<file path="src/rtl/cache_ctrl_burst.sv">
// Write-through, no-write-allocate L1 cache controller FSM with multi-beat line
// refill, per-byte valid qualification and a programmable per-beat bus latency.
module cache_ctrl_burst #(
  parameter int LINE_WORDS  = 4,
  parameter int BEAT_W      = 2,
  parameter int WAIT_CYCLES = 2
) (
  input  logic              clk,
  input  logic              rst,
  input  logic              p_strobe,
  input  logic              p_read,
  input  logic              p_fetch,
  input  logic [2:0]        func3,
  input  logic [1:0]        addr_lo,
  input  logic              match,
  input  logic [3:0]        valid,
  output logic              p_ready,
  output logic              cache_write,
  output logic [3:0]        cache_byte_en,
  output logic              cache_data_sel,
  output logic              p_data_sel,
  output logic              p_data_oe,
  output logic              sys_data_oe,
  output logic              sys_strobe,
  output logic              sys_rw,
  output logic [BEAT_W-1:0] sys_beat,
  output logic [1:0]        load_sel,
  output logic              busy
);

  localparam int CNT_W = (WAIT_CYCLES > 1) ? $clog2(WAIT_CYCLES) : 1;
  localparam logic [CNT_W-1:0]  CNT_LOAD  = CNT_W'(WAIT_CYCLES - 1);
  localparam logic [BEAT_W-1:0] LAST_BEAT = BEAT_W'(LINE_WORDS - 1);

  typedef enum logic [2:0] {
    S_IDLE,
    S_LOOKUP,
    S_REFILL_WAIT,
    S_REFILL_WR,
    S_RESP,
    S_WR_START,
    S_WR_WAIT,
    S_WR_DONE
  } state_t;

  typedef enum logic [1:0] {
    SZ_BYTE = 2'd0,
    SZ_HALF = 2'd1,
    SZ_WORD = 2'd2
  } size_t;

  state_t           state, state_next;
  logic [BEAT_W-1:0] beat, beat_next;
  logic [CNT_W-1:0]  cnt, cnt_next;
  logic              wr_hit, wr_hit_next;
  size_t             size;
  logic [3:0]        need;
  logic              hit;

  // Access-size decode; instruction fetches are always whole words.
  always_comb begin
    size = SZ_BYTE;
    if (p_fetch) begin
      size = SZ_WORD;
    end else begin
      case (func3)
        3'd1, 3'd5: size = SZ_HALF;
        3'd2:       size = SZ_WORD;
        default:    size = SZ_BYTE;
      endcase
    end
  end

  always_comb begin
    case (size)
      SZ_BYTE: need = 4'b0001 << addr_lo;
      SZ_HALF: need = addr_lo[1] ? 4'b1100 : 4'b0011;
      default: need = 4'hF;
    endcase
  end

  // Only the byte lanes the access actually touches must be valid.
  assign hit = match & (&(valid | ~need));

  // NOTE: sequential state uses non-blocking assignments so every register
  // samples the pre-edge values regardless of statement order.
  always_ff @(posedge clk) begin
    if (rst) begin
      state  <= S_IDLE;
      beat   <= '0;
      cnt    <= '0;
      wr_hit <= 1'b0;
    end else begin
      state  <= state_next;
      beat   <= beat_next;
      cnt    <= cnt_next;
      wr_hit <= wr_hit_next;
    end
  end

  // NOTE: every signal driven here gets a default first, so no path through
  // the case statement can leave one unassigned and infer a latch.
  always_comb begin
    state_next     = state;
    beat_next      = beat;
    cnt_next       = cnt;
    wr_hit_next    = wr_hit;
    p_ready        = 1'b0;
    cache_write    = 1'b0;
    cache_byte_en  = 4'h0;
    cache_data_sel = 1'b0;
    p_data_sel     = 1'b0;
    p_data_oe      = 1'b0;
    sys_data_oe    = 1'b0;
    sys_strobe     = 1'b0;
    sys_rw         = 1'b0;
    sys_beat       = '0;

    case (state)
      S_IDLE: begin
        if (p_strobe) state_next = S_LOOKUP;
      end
      S_LOOKUP: begin
        p_data_oe = 1'b1;
        if (p_read) begin
          if (hit) begin
            p_ready    = 1'b1;
            state_next = S_IDLE;
          end else begin
            beat_next  = '0;
            cnt_next   = CNT_LOAD;
            state_next = S_REFILL_WAIT;
          end
        end else begin
          wr_hit_next = hit;
          state_next  = S_WR_START;
        end
      end
      S_REFILL_WAIT: begin
        sys_strobe = 1'b1;
        sys_rw     = 1'b1;
        p_data_oe  = 1'b1;
        sys_beat   = beat;
        if (cnt == '0) state_next = S_REFILL_WR;
        else           cnt_next   = cnt - CNT_W'(1);
      end
      S_REFILL_WR: begin
        sys_strobe     = 1'b1;
        sys_rw         = 1'b1;
        cache_write    = 1'b1;
        cache_byte_en  = 4'hF;
        cache_data_sel = 1'b1;
        sys_beat       = beat;
        if (beat == LAST_BEAT) begin
          state_next = S_RESP;
        end else begin
          beat_next  = beat + BEAT_W'(1);
          cnt_next   = CNT_LOAD;
          state_next = S_REFILL_WAIT;
        end
      end
      S_RESP: begin
        p_ready    = 1'b1;
        p_data_oe  = 1'b1;
        state_next = S_IDLE;
      end
      S_WR_START: begin
        sys_strobe    = 1'b1;
        sys_data_oe   = 1'b1;
        cache_write   = wr_hit;
        cache_byte_en = wr_hit ? need : 4'h0;
        cnt_next      = CNT_LOAD;
        state_next    = S_WR_WAIT;
      end
      S_WR_WAIT: begin
        sys_data_oe = 1'b1;
        if (cnt == '0) state_next = S_WR_DONE;
        else           cnt_next   = cnt - CNT_W'(1);
      end
      S_WR_DONE: begin
        p_ready     = 1'b1;
        sys_data_oe = 1'b1;
        state_next  = S_IDLE;
      end
      default: state_next = S_IDLE;
    endcase

    // A completion must never be signalled while reset is being applied.
    if (rst) p_ready = 1'b0;
  end

  assign busy     = (state != S_IDLE);
  assign load_sel = busy ? size : SZ_BYTE;

endmodule

</file>
<file path="config.mk">
export PLATFORM = sky130hd
export DESIGN_NAME = cache_ctrl_burst
export DESIGN_NICKNAME = d
export VERILOG_FILES = /design/src/rtl/cache_ctrl_burst.sv
export SDC_FILE = /design/constraint.sdc
export NUM_CORES = 1
export LEC_CHECK = 0
export ABC_CLOCK_PERIOD_IN_PS = 1640
export BUFFER_PORTS_ARGS = -buffer_cell sky130_fd_sc_hd__buf_2
export CAP_MARGIN = 40
export CORE_UTILIZATION = 46
export CTS_BUF_LIST = sky130_fd_sc_hd__clkbuf_8
export DETAILED_ROUTE_END_ITERATION = 10
export PLACE_DENSITY = 0.78
export RECOVER_POWER = 25
export SLEW_MARGIN = 20
export SYNTH_ARGS = -nofsm -noshare
export SYNTH_HDL_FRONTEND = slang
export SYNTH_SLANG_ARGS = --single-unit
</file>
<file path="constraint.sdc">
create_clock -name clk -period 1.64 [get_ports clk]
set_input_delay 0.246 -clock clk [delete_from_list [all_inputs] [get_ports clk]]
set_output_delay 0.246 -clock clk [all_outputs]
set_load 0.02 [all_outputs]
</file>
# [Yosys cells after proc, flatten, opt, wreduce, memory -nomap -nowiden]
# Index checks and enable logic that the tools add are counted.
[word_totals] reg_bits=7 in_bits=15
[classes] addsub=2 n_eq_ne=18 shift=1 n_mux=34 bitwise=4 reduce_logical=17
[ops] op="$pmux 3 s7" count=1
[ops] op="$pmux 4 s2" count=2
[ops] op="$eq 3x3->1 const B" count=5
[ops] op="$mux 3" count=5
[ops] op="$mux 2" count=7
[ops] op="$mux 1" count=12
[ops] op="$ne 2x2->1 const B" count=6
[ops] op="$reduce_and 4->1" count=3
[ops] op="$eq 3x2->1 const B" count=3
[ops] op="$reduce_or 3->1" count=3
[ops] op="$mux 4" count=2
[ops] op="$pmux 2 s2" count=2
[ops] op="$reduce_or 2->1" count=4
[ops] op="$eq 3x1->1 const B" count=2
[ops] op="$not 4->4" count=1
[ops] op="$or 4x4->4" count=1
[ops] op="$pmux 1 s2" count=2
[ops] op="$pmux 1 s4" count=1
[ops] op="$reduce_bool 4->1" count=1
[ops] op="$shl 1x2->4 const A" count=1
[ops] op="$logic_not 3->1" count=1
[ops] op="$reduce_and 3->1" count=1
[ops] op="$reduce_bool 3->1" count=1
[ops] op="$add 2x1->2 const B" count=1
[ops] op="8 further kinds" count=8

# [Depth between registers and ports, before layout]
# Gate-level depths: netlist of the first run.
[depth] word_depth=14 ltp_mapped=6 mapped_depth_nobuf=5

# [Least setup slack after synthesis of the first run]
# No wires, ideal clock.
[synth_path] kind="flip-flop to output port" start="register state[2]" end="output port cache_byte_en[1]" arrival_ns=1.619 required_time_ns=1.394 setup_slack_ns=-0.225 path_stages_with_launch=6 path_buffers=1 path_cell_list="dfxtp_1 clkbuf_1 nor3_1 nor2_1 o21a_1 nor2_1"
[synth_between] elab_chain_cells=2 elab_cells_between_ends=3
[synth_lines] element="from (decl)" line_no="52" text="state_t state, state_next;"
[synth_lines] element="from (signal assigned)" line_no="94" text="state <= state_next;"
[synth_lines] element="$eq 3x3->1 or $eq 3x2->1 (tied branches)" line_no="119" text="case (state)"
[synth_lines] element="$pmux 4 s2 *" line_no="119"
[synth_lines] element="to (decl)" line_no="19" text="output logic [3:0] cache_byte_en,"
# Every way passes the cells marked *; elsewhere a longest branch is shown, timed or not.

# [Worst setup path in the final report of the first run]
[layout_path] start="register state[1]" end="output port cache_byte_en[2]"
# Same word-level chain as after synthesis.

==> results.yml, run 1 <==
setup_path:
  path_class: "flip-flop to primary output"
  slowest_delay_ns: 0.36
  r2r_slack_ns: 0.25
  cpMostUsedCell: "buf_4"
  slowest_stage: "dfxtp_4"
  endpoint_kind: "primary output"
  worstPathRequired_ns: 1.39
  cp.arrival_ns: 1.39
  crit_path_start_kind: "flip-flop"
  cp_max_fo: 7
  crit_chain: "inv_6 > and3_1 > o21ai_0 > buf_4 > a21oi_1 > buf_4"
grt:
  grt_pass1_wl_um: 2700
  busiest_layer: "met2"
  use_met1: 0.295
  grt_use_total: 0.261
  overflow: 0
  globalRouteMet3Util: 0.0347
  met2_usage: 0.483
  antenna_found_initial: 0
  grt_pass1_vias: 638
  grt_max_degree: 15
layout:
  area_delta_synth_final_pct: 51.8
  drive_gt1_frac: 0.409
  n_antenna_cell: 0
  stdcell_count: 141
  nNetsFinal: 144
  fill_cells: 92
power:
  power_w: 0.000698
  irDropWorstVdd_uv: 576
  leakagePower_nw: 0.452
  p_per_area_nw_per_um2: 732
clocking:
  h-tree-depth: 1
  holdBufCountCts: 0
  clk_pin_slew_ns: 0.04
  cts-buffers-inserted: 3
  clkLatencyLatePin_ns: 0.23
  cts.sinks: 7
  cts_tree: "yes"
  cts_buffer_depth: 2
  cts-root-buf: "clkbuf_8"
synth:
  synth_warnings: 0
  avgSynthCellArea_sq_um: 7.06
  ys_types: 40
  synth-seq-cells: 7
  synthArstFlopShare: 0
  syn_inst: 89
  seq_area_frac_synth: 0.223
  synth_area_sq_um: 628
  synth-edff-count: 0
  ys.flop_type: "dfxtp_1"
  postSynthNetCount: 105
timing:
  final_max_slew_viol_count: 0
  period_share: 0.997
  setup_viol: 0
  fin_hold_ws_ns: 0.307
  hold_viol_final: 0
  tns_ns: 0
  fmax_mhz: 612
  fin_skew_ns: 0.00286
  post-route-min-period_ns: 1.63
worst_hold_path:
  worstHoldPathType: "input pin to flip-flop"
floorplanning:
  design.die.area_sq_um: 1520
  core_area_sq_um: 1190
  start_util: 0.530
  io_pins: 32
  die_h_um: 39.0
  die_w_um: 39.0
  num_rows: 12
routing:
  drtAntennaViolNets: 0
  wirelength_um: 2000
  dr.pass1.iters: 4
  drc_errors: 0
  via_count: 828
  viasPerCell: 5.87
  first_iter_violations: 19
  wl_per_cell_um: 14.2
job:
  drv_cap: 0
placement:
  place_congestion: 0.780
  dp_cells: 136
  port_buffers: 30
  dpl.hpwl_um: 1300
run_status:
  run_status: "finished clean"
## registers in the layout (all words and copies together), names as in the netlist
signal / count
state: 3
beat: 2
wr_hit: 1
cnt: 1
## synthesized netlist by cell type, types with 2 or more instances
cell type  instances  area (sq um)
and2_1             3          18.8
or3_1              2          12.5
inv_1              3          11.3
a211oi_1           3          22.5
clkbuf_1           2          7.51
o21a_1             2          15.0
buf_1              2          7.51
and3_1             2          12.5
dfxtp_1            7           140
o21ai_0            8          40.0
nor2b_1            3          18.8
nand2_1            5          18.8
nor3_1             2          10.0
nand3_1            2          10.0
nor2_1            10          37.5
a21oi_1            7          35.0
nand2b_1           3          18.8
## repair_timing
action	4_1_cts	5_1_grt
setup buffers	0	1
pin swaps	1	3
setup endpoints to repair	6	8
gates resized for setup	4	13
## final timing paths
| path | from | end | depth (start not counted) |
|---|---|---|---|
| max | state[1] | cache_byte_en[2] | 6 |
| min | rst | beat[1] | 2 |
| max reg2reg | state[2] | beat[0] | 4 |
| min reg2reg | cnt | cnt | 1 |
## cells by family after synthesis
logic type / synth area share
simple gates: 0.317
compound gates: 0.311
buf+inv: 0.0618
flops: 0.223
xor+xnor: 0.0279
mux: 0.0339
fa+ha+maj: 0.0199
other cells: 0.00597
## layer usage
metal	up-vias	wire length [um]
met5	-	0
met4	0	29
met3	6	172
met2	56	1010
met1	370	784
li1	396	-
## through the flow
stage                      util  area [sq um]  setup slack, ns
after floorplan               -           643          -0.0138
after detailed placement  0.717           851         -0.00758
after global routing      0.804           953          -0.0977
final                     0.804           953          0.00520
after CTS                 0.763           905           0.0138
after global placement    0.717           851          0.00967
## worst max-delay path, delay by kind of cell (launching register included)
family / cells / cell delay (ns)
and+or+nand+nor: 1 / 0.15
buffers and inverters: 3 / 0.42
DFF: 1 / 0.36
AOI/OAI and AO/OA: 2 / 0.22
## area by class of cell
class,instances,area [sq um],area share
clock inverter,1,3.75,0.00394
sequential,7,145,0.152
inverter,3,16.3,0.0171
multi-input combinational,73,495,0.520
clock buffer,3,41.3,0.0433
timing repair buffer,40,234,0.245
tap,14,17.5,0.0184
## cells in the final DEF (no fill, tap or decap), drive strengths merged, types with 3 or more instances in the layout
cell type / count
and2: 3
dfxtp: 7
nor2b: 3
o21ai: 9
buf: 38
nand2b: 3
inv: 4
a21oi: 7
nand2: 5
clkbuf: 5
a211oi: 3
nor2: 10
## power by group
part | switching [W] | total (W) | internal [W] | leakage (nW)
logic | 0.000152 | 0.000256 | 0.000104 | 0.367
clock network | 0.0000847 | 0.000247 | 0.000163 | 0.0269
registers | 0.0000127 | 0.000194 | 0.000181 | 0.0581
total | 0.000249 | 0.000698 | 0.000448 | 0.452
Power figures use the tool's default switching activity.
==> run 2, diff against run 1 <==
Settings changed: SETUP_SLACK_MARGIN set to 0.02, SLEW_MARGIN 20 to 10.
==> run 2 against run 1 <==
Against the previous run: first-iteration DRC count up 74%; non-clock buffer count up 3; critical path depth down 1; clock power about the same; die area unchanged; count of clock-buffer cells in the layout unchanged.
==> results.yml, run 2 (synthesis gave the netlist of run 1 again) <==
clocking:
  cts.sinks: 7
  clkLatencyLatePin_ns: 0.23
  cts-root-buf: "clkbuf_8"
  cts_buffer_depth: 2
  holdBufCountCts: 0
  cts_tree: "yes"
  cts-buffers-inserted: 3
  clk_pin_slew_ns: 0.04
  h-tree-depth: 1
layout:
  regMostFlops: "state"
  reg_top3: "state (3), beat (2)"
  fill_cells: 85
  final_cell_mix: "buf_2, buf_4, o21ai_0, nor2_1, a21oi_1"
  layout_commonest_cell: "buf_2"
  area_delta_synth_final_pct: 57.2
  n_antenna_cell: 0
  largest_reg_flops: 3
  drive_gt1_frac: 0.423
  nNetsFinal: 147
floorplanning:
  die_w_um: 39.0
  die_h_um: 39.0
  start_util: 0.530
  design.die.area_sq_um: 1520
  num_rows: 12
  core_area_sq_um: 1190
  io_pins: 32
timing:
  final_max_slew_viol_count: 0
  tns_ns: 0
  period_share: 0.978
  setup_viol: 0
  layout_setup_ws_ns: 0.0367
  hold_viol_final: 0
  post-route-min-period_ns: 1.60
  fin_skew_ns: 0.000818
  grt_setup_unrepaired: "true"
  fin_hold_ws_ns: 0.315
  fmax_mhz: 624
routing:
  dr.pass1.iters: 4
  wl_per_cell_um: 14.7
  dr_wl_met3_um: 155
  drtAntennaViolNets: 0
  via_count: 861
  drt-met1-wl_um: 833
  wl_met2_um: 1100
  wirelength_um: 2120
  routed.top_layer: "met4"
  viasPerCell: 5.98
  drc_errors: 0
  first_iter_violations: 33
placement:
  place_ws_ns: -0.00758
  dpl.hpwl_um: 1300
  place_congestion: 0.780
  port_buffers: 30
run_status:
  run_status: "finished clean"
setup_path:
  ff2ff_path_depth: 4
  cp.arrival_ns: 1.36
  crit_path_start_kind: "flip-flop"
  path_class: "flip-flop to primary output"
  cp_max_fo: 5
  r2r_slack_ns: 0.23
  endpoint_kind: "primary output"
  reg2reg_to: "beat[0]"
  r2r_start: "state[2]"
  worstPathRequired_ns: 1.39
worst_hold_path:
  worstHoldPathType: "input pin to flip-flop"
  min_path_cells: 2
  holdPathEnd: "beat[1]"
  min-delay-start: "rst"
power:
  power_w: 0.000714
  irDropWorstVdd_uv: 590
  leakagePower_nw: 0.465
  p_per_area_nw_per_um2: 723
job:
  drv_cap: 0
grt:
  grt_use_total: 0.261
  grt_max_degree: 15
  antenna_found_initial: 0
  grt_pass1_vias: 638
  overflow: 0
  grt_pass1_wl_um: 2700
[run 2: area by class of cell]
| cell class | count | area, sq um | area share |
|---|---|---|---|
| multi-input combinational | 73 | 495 | 0.502 |
| timing repair buffer | 43 | 268 | 0.271 |
| sequential | 7 | 145 | 0.147 |
| clock buffer | 3 | 41.3 | 0.0418 |
| tap | 14 | 17.5 | 0.0177 |
| inverter | 3 | 16.3 | 0.0165 |
| clock inverter | 1 | 3.75 | 0.00380 |
[run 2: timing repair]
item                       4_1_cts  5_1_grt
pin swaps                        1        3
setup endpoints to repair        6        9
gates resized for setup          4       18
setup buffers                    0        4
[run 2: report_power, final]
part           internal, W  leakage [nW]  switching [W]
Sequential        0.000181        0.0581      0.0000134
Combinational     0.000114         0.380       0.000157
Clock             0.000163        0.0269      0.0000853
[run 2: metrics by stage]
step / instance area, sq um / std cells / util
2_1_floorplan: 643 / 89 / -
3_3_place_gp: 851 / 136 / 0.717
3_5_place_dp: 851 / 136 / 0.717
4_1_cts: 905 / 140 / 0.763
5_1_grt: 987 / 144 / 0.832
6_report: 987 / 144 / 0.832
[run 2: routing by layer]
metal	track usage	vias up
li1	-	399
met1	0.295	400
met2	0.483	57
met3	0.0347	5
met4	0.103	0
met5	0	-
[run 2: worst max path at each step]
stage             start                to  slack, ns
2_1_floorplan  state[2]  cache_byte_en[1]      -0.01
3_3_place_gp   func3[1]           p_ready       0.01
3_5_place_dp   func3[1]           p_ready     -0.008
4_1_cts        state[2]       load_sel[0]       0.01
5_1_grt        state[2]  cache_byte_en[2]      -0.01
6_report       state[2]  cache_byte_en[0]       0.04
[run 2: worst max-delay path, cell delays in order, from the launching register on]
cell     delay (ns)
dfxtp_2        0.42
and3_1         0.17
o21ai_0        0.07
buf_4          0.16
a21oi_1        0.14
buf_4          0.17
==> run 3, diff against run 2 <==
Settings changed: ABC_CLOCK_PERIOD_IN_PS 1640 to 1800.
Clock period 1.64 ns to 1.8 ns, I/O delays scaled along.
==> run 3 against run 2 <==
Against the previous run: hold slack gained 0.031 ns; wire length shrank 24%; critical path type unchanged; worst setup slack gained 0.051 ns.
==> results.yml, run 3 (synthesis gave the netlist of run 1 again) <==
setup_path:
  endpoint_kind: "primary output"
  slowest_stage: "dfxtp_1"
  cp.arrival_ns: 1.44
  path_class: "flip-flop to primary output"
  r2r_start: "state[2]"
  slowest_delay_ns: 0.40
  crit_chain: "buf_4 > xor2_1 > nor2_1 > nor2_1 > buf_2"
  worstPathRequired_ns: 1.53
  cpMostUsedCell: "nor2_1"
  crit_path_start_kind: "flip-flop"
  crit_buf_inv: 2
  cp_max_fo: 11
  startpoint: "state[1]"
  crit_family: "flip-flops"
floorplanning:
  io_pins: 32
  design.die.area_sq_um: 1520
  start_util: 0.530
  num_rows: 12
  die_w_um: 39.0
  core_area_sq_um: 1190
  die_h_um: 39.0
timing:
  grt_setup_unrepaired: "false"
  post-route-min-period_ns: 1.71
  tns_ns: 0
  fin_skew_ns: 0.000719
  period_share: 0.951
  fmax_mhz: 584
  final_max_slew_viol_count: 0
  fin_hold_ws_ns: 0.346
  setup_viol: 0
  hold_viol_final: 0
placement:
  placed_cell_area_sq_um: 821
  dp_cells: 132
  port_buffers: 30
  dpl.hpwl_um: 1270
  place_congestion: 0.834
clocking:
  h-tree-depth: 1
  clk_pin_slew_ns: 0.04
  cts.sinks: 7
  cts-buffers-inserted: 3
  cts-root-buf: "clkbuf_8"
  cts_tree: "yes"
  cts_buffer_depth: 2
  postCtsSetupBuffers: 0
  clkLatencyLatePin_ns: 0.22
  holdBufCountCts: 0
run_status:
  run_status: "finished clean"
layout:
  nNetsFinal: 139
  fill_cells: 105
  final_cell_mix: "buf_2, nor2_1, a21oi_1, o21ai_0, dfxtp_1"
  n_antenna_cell: 0
  drive_gt1_frac: 0.361
  fin_util: 0.734
  area_delta_synth_final_pct: 38.6
  regMostFlops: "state"
  fin_area_sq_um: 871
  largest_reg_flops: 3
  layout_commonest_cell: "buf_2"
  stdcell_count: 136
  reg_top3: "state (3), beat (2)"
grt:
  antenna_found_initial: 0
  grt_max_degree: 15
  grt_pass1_wl_um: 2390
  grt_pass1_vias: 593
  overflow: 0
  grt_use_total: 0.236
power:
  p_comb_frac: 0.349
  switching_share: 0.340
  p_seq_frac: 0.294
  p_per_area_nw_per_um2: 681
  p_sw_w: 0.000201
  irDropWorstVdd_uv: 569
  leakagePower_nw: 0.420
  clockPowerShare: 0.357
  p_int_w: 0.000391
routing:
  drc_errors: 0
  viasPerCell: 5.65
  dr.pass1.iters: 4
  wl_per_cell_um: 11.9
  wirelength_um: 1620
  first_iter_violations: 15
  drtAntennaViolNets: 0
  via_count: 769
worst_hold_path:
  min-delay-start: "rst"
  worstHoldPathType: "input pin to flip-flop"
job:
  drv_cap: 0
-- run 3: path summary, 6_finish.rpt --
check	to	slack, ns	cells past startpoint
max	p_data_oe	0.09	5
min	beat[0]	0.35	2
max reg2reg	beat[1]	0.42	4
min reg2reg	wr_hit	0.49	2
-- run 3: repair_timing --
| item | in CTS | in global routing |
|---|---|---|
| pin swaps | 0 | 1 |
| endpoints found under the setup margin | 5 | 6 |
| gates cloned | 0 | 0 |
| resized for setup | 1 | 4 |
| endpoints found under the hold margin | 0 | 0 |
-- run 3: per-stage QoR --
step / setup WS, ns / total power, W
final: 0.0880 / 0.000593
after global routing: 0.0140 / 0.000632
after CTS: 0.0591 / 0.000594
after detailed placement: 0.0662 / 0.000379
after global placement: 0.100 / 0.000375
after floorplan: 0.122 / 0.000311
-- run 3: layout make-up --
cell class | count | area [sq um] | area share
sequential | 7 | 140 | 0.161
multi-input combinational | 73 | 470 | 0.540
clock inverter | 1 | 3.75 | 0.00431
timing repair buffer | 35 | 186 | 0.214
clock buffer | 3 | 41.3 | 0.0474
tap | 14 | 17.5 | 0.0201
inverter | 3 | 11.3 | 0.0129
-- run 3: per-layer routing --
metal / track usage / up-vias / share of wire
met5: 0 / - / 0
met3: 0.0520 / 4 / 0.072
met1: 0.259 / 339 / 0.43
li1: - / 390 / -
met2: 0.392 / 36 / 0.47
met4: 0.172 / 0 / 0.022
-- run 3: worst reg2reg max path, stage by stage (launching register included) --
cell	delay, ns
dfxtp_1	0.35
buf_4	0.20
nor4_2	0.39
mux2i_1	0.24
a211oi_1	0.06
-- run 3: power groups by stage --
| stage | clock (W) | sequential, W | combinational, W |
|---|---|---|---|
| finish | 0.000212 | 0.000174 | 0.000207 |
| floorplan | 0 | 0.000173 | 0.000138 |
| global route | 0.000230 | 0.000175 | 0.000226 |
| global placement | 0 | 0.000175 | 0.000200 |
| CTS | 0.000215 | 0.000173 | 0.000205 |
| detailed placement | 0 | 0.000175 | 0.000204 |
